--- src/rtl/la_sample_fifo.sv ---
// Circular sample buffer behind the LA capture FSM; the host reads samples oldest-first
// through a register-bus daisy-chain window starting at BASE_ADDR.
module la_sample_fifo #(
  parameter int BASE_ADDR    = 0,
  parameter int SAMPLE_DEPTH = 8,
  parameter int WIDTH        = 8
) (
  input  logic                            clk,
  input  logic                            rst,
  input  logic [WIDTH-1:0]                probe,
  input  logic                            acquire,
  input  logic                            pop,
  input  logic                            clear,
  output logic [$clog2(SAMPLE_DEPTH):0]   size,
  input  logic [15:0]                     addr_i,
  input  logic [15:0]                     wdata_i,
  input  logic [15:0]                     rdata_i,
  input  logic                            rw_i,
  input  logic                            valid_i,
  output logic [15:0]                     addr_o,
  output logic [15:0]                     wdata_o,
  output logic [15:0]                     rdata_o,
  output logic                            rw_o,
  output logic                            valid_o
);
  localparam int PW  = $clog2(SAMPLE_DEPTH);
  localparam int SW  = PW + 1;
  localparam logic [PW-1:0] LAST = PW'(SAMPLE_DEPTH - 1);
  localparam logic [SW-1:0] FULL = SW'(SAMPLE_DEPTH);

  logic [WIDTH-1:0] mem [SAMPLE_DEPTH];
  logic [PW-1:0]    wr_ptr_q, wr_ptr_d, rd_ptr_q, rd_ptr_d;
  logic [SW-1:0]    size_q, size_d;
  logic             wr_en, rd_en;

  logic [16:0]      off, n;
  logic             owned;
  logic [SW-1:0]    idx_sum;
  logic [PW-1:0]    idx;
  logic [15:0]      rdata_d;
  logic [15:0]      addr_q, wdata_q, rdata_q;
  logic             rw_q, valid_q;

  // A pop alongside an acquire frees the slot, so a full buffer still slides.
  always_comb begin
    wr_en    = 1'b0;
    rd_en    = 1'b0;
    wr_ptr_d = wr_ptr_q;
    rd_ptr_d = rd_ptr_q;
    size_d   = size_q;
    if (clear) begin
      wr_ptr_d = '0;
      rd_ptr_d = '0;
      size_d   = '0;
    end else begin
      wr_en = acquire && ((size_q != FULL) || pop);
      rd_en = pop && (size_q != '0);
      if (wr_en) wr_ptr_d = (wr_ptr_q == LAST) ? '0 : wr_ptr_q + 1'b1;
      if (rd_en) rd_ptr_d = (rd_ptr_q == LAST) ? '0 : rd_ptr_q + 1'b1;
      if (wr_en && !rd_en)      size_d = size_q + 1'b1;
      else if (!wr_en && rd_en) size_d = size_q - 1'b1;
    end
  end

  always_comb begin
    off     = {1'b0, addr_i} - 17'(BASE_ADDR);
    owned   = !off[16] && (off <= 17'(SAMPLE_DEPTH));
    n       = off - 17'd1;
    idx_sum = {1'b0, rd_ptr_q} + n[PW:0];
    if (idx_sum >= FULL) idx_sum = idx_sum - FULL;
    idx     = idx_sum[PW-1:0];
    rdata_d = rdata_i;
    if (valid_i && !rw_i && owned) begin
      if (off == 17'd0)            rdata_d = 16'(size_q);
      else if (n < 17'(size_q))    rdata_d = 16'(mem[idx]);
      else                         rdata_d = '0;
    end
  end

  always_ff @(posedge clk or posedge rst) begin
    if (rst) begin
      wr_ptr_q <= '0;
      rd_ptr_q <= '0;
      size_q   <= '0;
      addr_q   <= '0;
      wdata_q  <= '0;
      rdata_q  <= '0;
      rw_q     <= 1'b0;
      valid_q  <= 1'b0;
    end else begin
      wr_ptr_q <= wr_ptr_d;
      rd_ptr_q <= rd_ptr_d;
      size_q   <= size_d;
      addr_q   <= addr_i;
      wdata_q  <= wdata_i;
      rdata_q  <= rdata_d;
      rw_q     <= rw_i;
      valid_q  <= valid_i;
    end
  end

  // Sample storage is deliberately not reset.
  always_ff @(posedge clk) begin
    if (wr_en) mem[wr_ptr_q] <= probe;
  end

  assign size    = size_q;
  assign addr_o  = addr_q;
  assign wdata_o = wdata_q;
  assign rdata_o = rdata_q;
  assign rw_o    = rw_q;
  assign valid_o = valid_q;
endmodule

--- config.mk ---
export PLATFORM = sky130hd
export DESIGN_NAME = la_sample_fifo
export DESIGN_NICKNAME = d
export VERILOG_FILES = /design/src/rtl/la_sample_fifo.sv
export SDC_FILE = /design/constraint.sdc
export NUM_CORES = 1
export LEC_CHECK = 0
export ABC_AREA = 0
export CORE_ASPECT_RATIO = 0.6
export CORE_MARGIN = 2
export CORE_UTILIZATION = 49
export DETAILED_ROUTE_END_ITERATION = 8
export PLACE_DENSITY = 0.9
export REMOVE_ABC_BUFFERS = 1
export SETUP_SLACK_MARGIN = 0.4
export SLEW_MARGIN = 40
export SYNTH_ARGS = -nofsm -noshare
export SYNTH_HDL_FRONTEND = slang
export SYNTH_SLANG_ARGS = --single-unit
--- constraint.sdc ---
create_clock -name clk -period 3.1 [get_ports clk]
set_input_delay 0.62 -clock clk [delete_from_list [all_inputs] [get_ports clk]]
set_output_delay 0.62 -clock clk [all_outputs]
set_load 0.01 [all_outputs]
==> results.cfg, run 1 <==
[setup_path]
r2r_end = size[3]
critical_path_required_ps = 3390
r2r-start = size[1]
startpoint_type = input pin
cpMostUsedCell = inv_2
cp.arrival_ps = 2930
cp-end-kind = flip-flop
cpMaxStageDelayCell = fa_2
r2r_slack_ps = 570
cp_cell_sequence = clkdlybuf4s15_1 -> inv_2 -> buf_4 -> ha_2 -> inv_2 -> fa_2 -> buf_12 -> mux4_2 -> mux2i_2 -> o21ai_1 -> mux2_2
crit_fanout = 6
slowest_delay_ps = 620
critPathKind = input pin to flip-flop
reg2regPathDepth = 8

[floorplan]
fp.dieH_um = 80.51
io_pins = 117
die_area_mm2 = 0.01059
coreArea_mm2 = 0.009324
initial_core_util_pct = 51.27
die_x_um = 131.5
rows = 27

[sta]
finalCritPeriodShare_pct = 85.03
finalHoldViolCount = 0
period_needed_ps = 2636
fin_tns_setup_ps = 0
fin_ws_ps = 464.2
hold_slack_ps = 507.9
drv_slew = 0
worst_slew_pin_slew_ps = 650.3
setup_viol = 0
slew_headroom_pct = 56.35
finClkSkew_ps = 5.491
rsz0062_at_grt = no
fmax_mhz = 379.4

[power]
power_density_mw_per_mm2 = 722.4
p_switching_mw = 1.284
vdd_drop_max_v = 0.0005110
internal-power_mw = 3.731
p_sw_share_pct = 25.61
pwr-share-seq_pct = 38.2
leakage_nw = 2.720
combPwrFrac_pct = 23.0
clockPowerShare_pct = 38.8

[finish]
areaGrowthSynthToFinish_pct = 45.22
multi_input_area_mm2 = 0.001316
antenna_cells = 0
fillers = 563
fin_area_mm2 = 0.006943
ff_latch_area_mm2 = 0.003423
final_nets = 509
drive_gt1_share_pct = 19.96

[hold_path]
min-delay-start = addr_i[1]
holdPathStages = 2
hold_path.class = input pin to flip-flop
worstHoldEndpoint = addr_o[1]

[place]
hpwl_mm = 7.815
place_ws_ps = -255.5
port-buffer-count = 116
place.gp.congestion = 0.7679
placed_cell_area_mm2 = 0.006264

[cts]
htree_levels = 4
cts_made_buffers = 17
clk_latency_ps = 410
clockRootBuffer = clkbuf_16
cts.sinks = 124
cts_max_path_buffers = 2
clkTransAtPathRegs_ps = 60
cts_tree = built
postCtsHoldBufs = 0

[grt]
grt_pass1_wl_mm = 18.21
grt_overflow_total = 0
grt_pass1_vias = 3222
antenna_found_initial = 0
track_usage_pct = 24.32
grt_max_degree = 34

[route]
postRouteAntennaNets = 0
wirelength_mm = 11.95
vias = 3075
viasPerCell = 5.339
drc_errors = 0
detail_route.wl_per_cell_um = 20.74
drt_iter0_markers = 247
dr.pass1.iters = 4

[synth]
avgSynthCellArea_um2 = 17.14
synth_edf_count = 64
async_flop_share_pct = 48.39
synth_cell_types = 40
yosysSeqAreaShare_pct = 71.60
synth_area_mm2 = 0.004781
ys_warn_count = 0
ys.flop_type = edfxtp_1
syn-instance-count = 279
ys_ff_latch = 124

[outcome]
status = finished, final reports clean

[job]
maxCapViolations = 0
==> per-layer routing <==
layer / track usage [%] / vias up / routed length [um]
met5: 0 / - / 0
met2: 41.26 / 137 / 6263
met3: 6.944 / 12 / 863
met1: 29.65 / 1559 / 4695
li1: - / 1367 / -
met4: 10.76 / 0 / 125
==> power by group through the flow <==
stage | clock network, mW | registers (mW) | logic, mW
after floorplan | 0 | 1.94 | 0.589
after global placement | 0 | 1.93 | 0.989
after detailed placement | 0 | 1.94 | 1.03
after CTS | 1.97 | 1.91 | 1.14
after global routing | 2.05 | 1.92 | 1.24
final | 1.95 | 1.92 | 1.15
==> registers in the layout, indices dropped and copies added, names as in the netlist <==
register,count
wdata_o,16
mem,64
addr_o,16
rdata_o,16
wr_ptr_q,3
size,4
valid_o,1
rd_ptr_q,3
rw_o,1
==> worst max-delay path, delay by kind of cell <==
kind / cells / cell delay (ps)
adder cells (fa/ha/maj): 2 / 790
AO/OA/AOI/OAI: 1 / 110
multiplexers: 3 / 770
buffers and inverters: 5 / 610
==> synthesized netlist by cell type, drive strengths merged, types with 4 or more instances <==
library cell	count	share of area [%]
nor4	5	0.65
nand2	15	1.2
mux2	4	0.94
edfxtp	64	40
o31ai	5	0.79
a21oi	6	0.63
mux4	16	7.5
mux2i	12	2.5
o21ai	6	0.63
dfrtp	60	31
and2	8	1.0
ha	11	2.9
nor2	16	1.3
inv	11	0.86
xnor2	5	1.1
clkbuf	4	0.31
==> worst max path at each step <==
stage | startpoint | endpoint | slack (ps) | depth (start not counted)
floorplan | addr_i[0] | rdata_o[0] | 340 | 7
global placement | addr_i[0] | rdata_o[0] | -130 | 9
detailed placement | addr_i[0] | rdata_o[1] | -260 | 9
CTS | addr_i[1] | rdata_o[3] | 400 | 9
global route | size[1] | size[3] | 420 | 8
finish | addr_i[0] | rdata_o[1] | 460 | 11
==> logic make-up (layout without fill, tap and decap cells) <==
family,Yosys count,count (layout),synth area share (%)
XOR/XNOR,6,6,1.256
adder cells (fa/ha/maj),13,13,3.716
multiplexers,32,32,10.99
flip-flops,124,124,71.60
AND/OR/NAND/NOR,60,60,6.517
buffers and inverters,18,185,1.465
AO/OA/AOI/OAI,26,26,4.449
==> layout by cell type (no fill, tap or decap), types with 2 or more instances in the layout <==
cell type / count
clkbuf_16: 17
clkbuf_1: 2
xnor2_1: 3
nor4_1: 5
dfrtp_1: 60
mux4_2: 16
inv_1: 7
mux2i_1: 11
ha_1: 9
a21o_1: 2
clkinv_2: 4
clkinv_1: 2
inv_2: 4
nand2_1: 15
nor4b_1: 2
clkdlybuf4s50_1: 114
o31ai_1: 5
o21ai_1: 5
o211ai_1: 2
nor3_1: 3
nand2b_1: 3
mux2_2: 4
bufinv_16: 3
clkinv_4: 2
clkinvlp_4: 2
xnor2_2: 2
a21oi_1: 6
edfxtp_1: 64
buf_4: 22
nor2_1: 16
buf_12: 3
and2_1: 8
==> final cells by class <==
| cell class | instances | area share, % |
|---|---|---|
| Inverter | 11 | 0.5947 |
| Multi-Input combinational cell | 137 | 18.96 |
| Sequential cell | 124 | 49.31 |
| Tap cell | 130 | 2.343 |
| Timing Repair Buffer | 142 | 20.40 |
| Clock inverter | 13 | 2.163 |
| Clock buffer | 19 | 6.235 |
==> metrics by stage <==
step / util [%] / total power [mW] / cells
finish: 74.46 / 5.016 / 576
detailed placement: 67.18 / 2.966 / 538
floorplan: - / 2.529 / 272
global route: 74.46 / 5.210 / 576
CTS: 74.33 / 5.021 / 575
global placement: 67.18 / 2.923 / 538
==> repair_timing <==
item / 4_1_cts / 5_1_grt
buffers inserted: 4 / 1
hold endpoints to repair: 0 / 0
pin swaps: 2 / 3
resized for setup: 6 / 6
cloned: 1 / 0
setup endpoints to repair: 7 / 7
No activity file was read; power rests on OpenSTA's default activity.
==> run 2: changes to the inputs <==
Settings changed: GPL_TIMING_DRIVEN set to 0, TNS_END_PERCENT set to 100.
Clock period 3.1 ns to 2.65 ns, I/O delays scaled along.
==> run 2 against run 1 <==
Cell area up 3.2%. Hold slack worse by 210 ps. Sequential share of layout area is 1.5 points lower. Non-clock buffer count up 11. Critical endpoint is now size[3].
==> results.cfg, run 2 (synthesis gave the netlist of run 1 again) <==
[outcome]
status = finished, final reports clean

[place]
place_ws_ps = -1046
place.gp.congestion = 0.7852
hpwl_mm = 7.561
port-buffer-count = 116

[floorplan]
io_pins = 117
initial_core_util_pct = 51.27
coreArea_mm2 = 0.009324
die_area_mm2 = 0.01059
die_x_um = 131.5
rows = 27
fp.dieH_um = 80.51

[sta]
period_needed_ps = 2393
finalHoldViolCount = 0
worst_slew_pin_slew_ps = 567.1
finClkSkew_ps = 9.048
finalCritPeriodShare_pct = 90.30
fin_tns_setup_ps = 0
rsz0062_at_grt = yes
slew_headroom_pct = 62.15
drv_slew = 0
setup_viol = 0
fmax_mhz = 417.9
fin_ws_ps = 257.1

[power]
clockPowerShare_pct = 38.1
internal-power_mw = 4.557
vdd_drop_max_v = 0.0007190
p_switching_mw = 1.604
total_power_mw = 6.161
power_density_mw_per_mm2 = 859.9
leakage_nw = 2.783
pwr-share-seq_pct = 35.9
combPwrFrac_pct = 26.1
p_sw_share_pct = 26.04

[setup_path]
cp_cell_sequence = or3_4 -> o211ai_1 -> ha_1 -> a21o_1 -> a21oi_2 -> mux2i_1 -> xnor2_1 -> nor2_1
crit_fanout = 4
critical_path_required_ps = 2920
startpoint_type = flip-flop
cpMaxStageDelayCell = dfrtp_2
crit_path_start = size[0]
crit_family = compound AO/OA/AOI/OAI gates
cp.arrival_ps = 2660
slowest_delay_ps = 440
cp-end-kind = flip-flop
critPathKind = flip-flop to flip-flop
r2r-start = size[0]
cp_num_buf_inv = 0

[route]
viasPerCell = 5.480
met3_length_um = 889
drc_errors = 0
wirelength_mm = 12.89
postRouteAntennaNets = 0
top_layer = met4
drt_iter0_markers = 234
detail_route.wl_per_cell_um = 21.99
met1Wirelength_mm = 5.030
dr.pass1.iters = 4
vias = 3211
wl_met2_mm = 6.588

[grt]
track_usage_pct = 26.00
grt_max_degree = 38
grt_pass1_vias = 3413
grt_overflow_total = 0
grt_pass1_wl_mm = 19.51
antenna_found_initial = 0

[finish]
layout_common_cells = clkdlybuf4s50_1 (111), edfxtp_1 (64), dfrtp_1 (56), buf_4 (23), clkbuf_16 (21)
multi_input_area_mm2 = 0.001449
areaGrowthSynthToFinish_pct = 49.88
final_common_cell = clkdlybuf4s50_1
antenna_cells = 0
fin_util_pct = 76.85
drive_gt1_share_pct = 27.19
ff_latch_area_mm2 = 0.003428
fillers = 496
final_nets = 520
top_register = mem
largest_reg_flops = 64

[cts]
clk_latency_ps = 420
cts_made_buffers = 17
cts_max_path_buffers = 2
postCtsHoldBufs = 0
cts_tree = built
clkTransAtPathRegs_ps = 50
cts.sinks = 124
clockRootBuffer = clkbuf_16
htree_levels = 4

[job]
maxCapViolations = 0

[hold_path]
min-delay-start = addr_i[0]
hold_path.class = input pin to flip-flop
[run 2: cell count changes in the layout (fill, tap and decap cells not counted), moves of 3 or more]
cell / before / now
dfrtp_2: 0 / 4
nor4_2: 0 / 3
buf_6: 0 / 3
dfrtp_1: 60 / 56
clkinv_2: 4 / 1
nor2_1: 16 / 13
clkdlybuf4s50_1: 114 / 111
buf_2: 0 / 8
clkbuf_8: 0 / 3
clkbuf_16: 17 / 21
nor4_1: 5 / 2
[run 2: metal layers]
layer | vias up | GRT usage, %
met5 | - | 0
met4 | 0 | 12.39
met3 | 40 | 8.460
met2 | 185 | 44.61
met1 | 1602 | 30.24
li1 | 1384 | -
[run 2: timing repair]
action                                 CTS  global route
gates cloned                             1             0
pin swaps                               10             5
gates resized for setup                 37            12
endpoints found under the hold margin    0             0
setup buffers                           22             4
setup endpoints to repair               73            30
[run 2: through the flow]
stage / cell area (um2) / std cells / hold WS, ps
global route: 7166 / 586 / 281.1
CTS: 7109 / 582 / 266.0
detailed placement: 6182 / 528 / 581.3
finish: 7166 / 586 / 293.3
floorplan: 4752 / 272 / 508.7
global placement: 6076 / 518 / 532.8
[run 2: path summary, 6_finish.rpt]
check                              end  slack (ps)  depth (start not counted)
hold / removal               addr_o[0]         290                          1
setup / recovery               size[3]         260                          8
setup reg to reg               size[3]         260                          8
max in group asynchronous  rdata_o[14]        1720                          3
min in group asynchronous   rdata_o[0]         430                          2
hold reg to reg            rd_ptr_q[1]         630                          2
[run 2: cell type report]
class                   instances  area share (%)
clock inverters                 4          0.6984
well taps                     130           2.270
repair buffers                153           20.55
inverters                      11          0.6461
multi-input cells             137           20.22
clock buffers                  27           7.770
flip-flops and latches        124           47.84
[run 2: power by group through the flow]
stage               clock (mW)  combinational [mW]  sequential [mW]
floorplan                    0               0.688             2.27
global route              2.45                1.70             2.22
global placement             0                1.06             2.26
CTS                       2.35                1.53             2.20
detailed placement           0                1.13             2.27
finish                    2.34                1.61             2.21
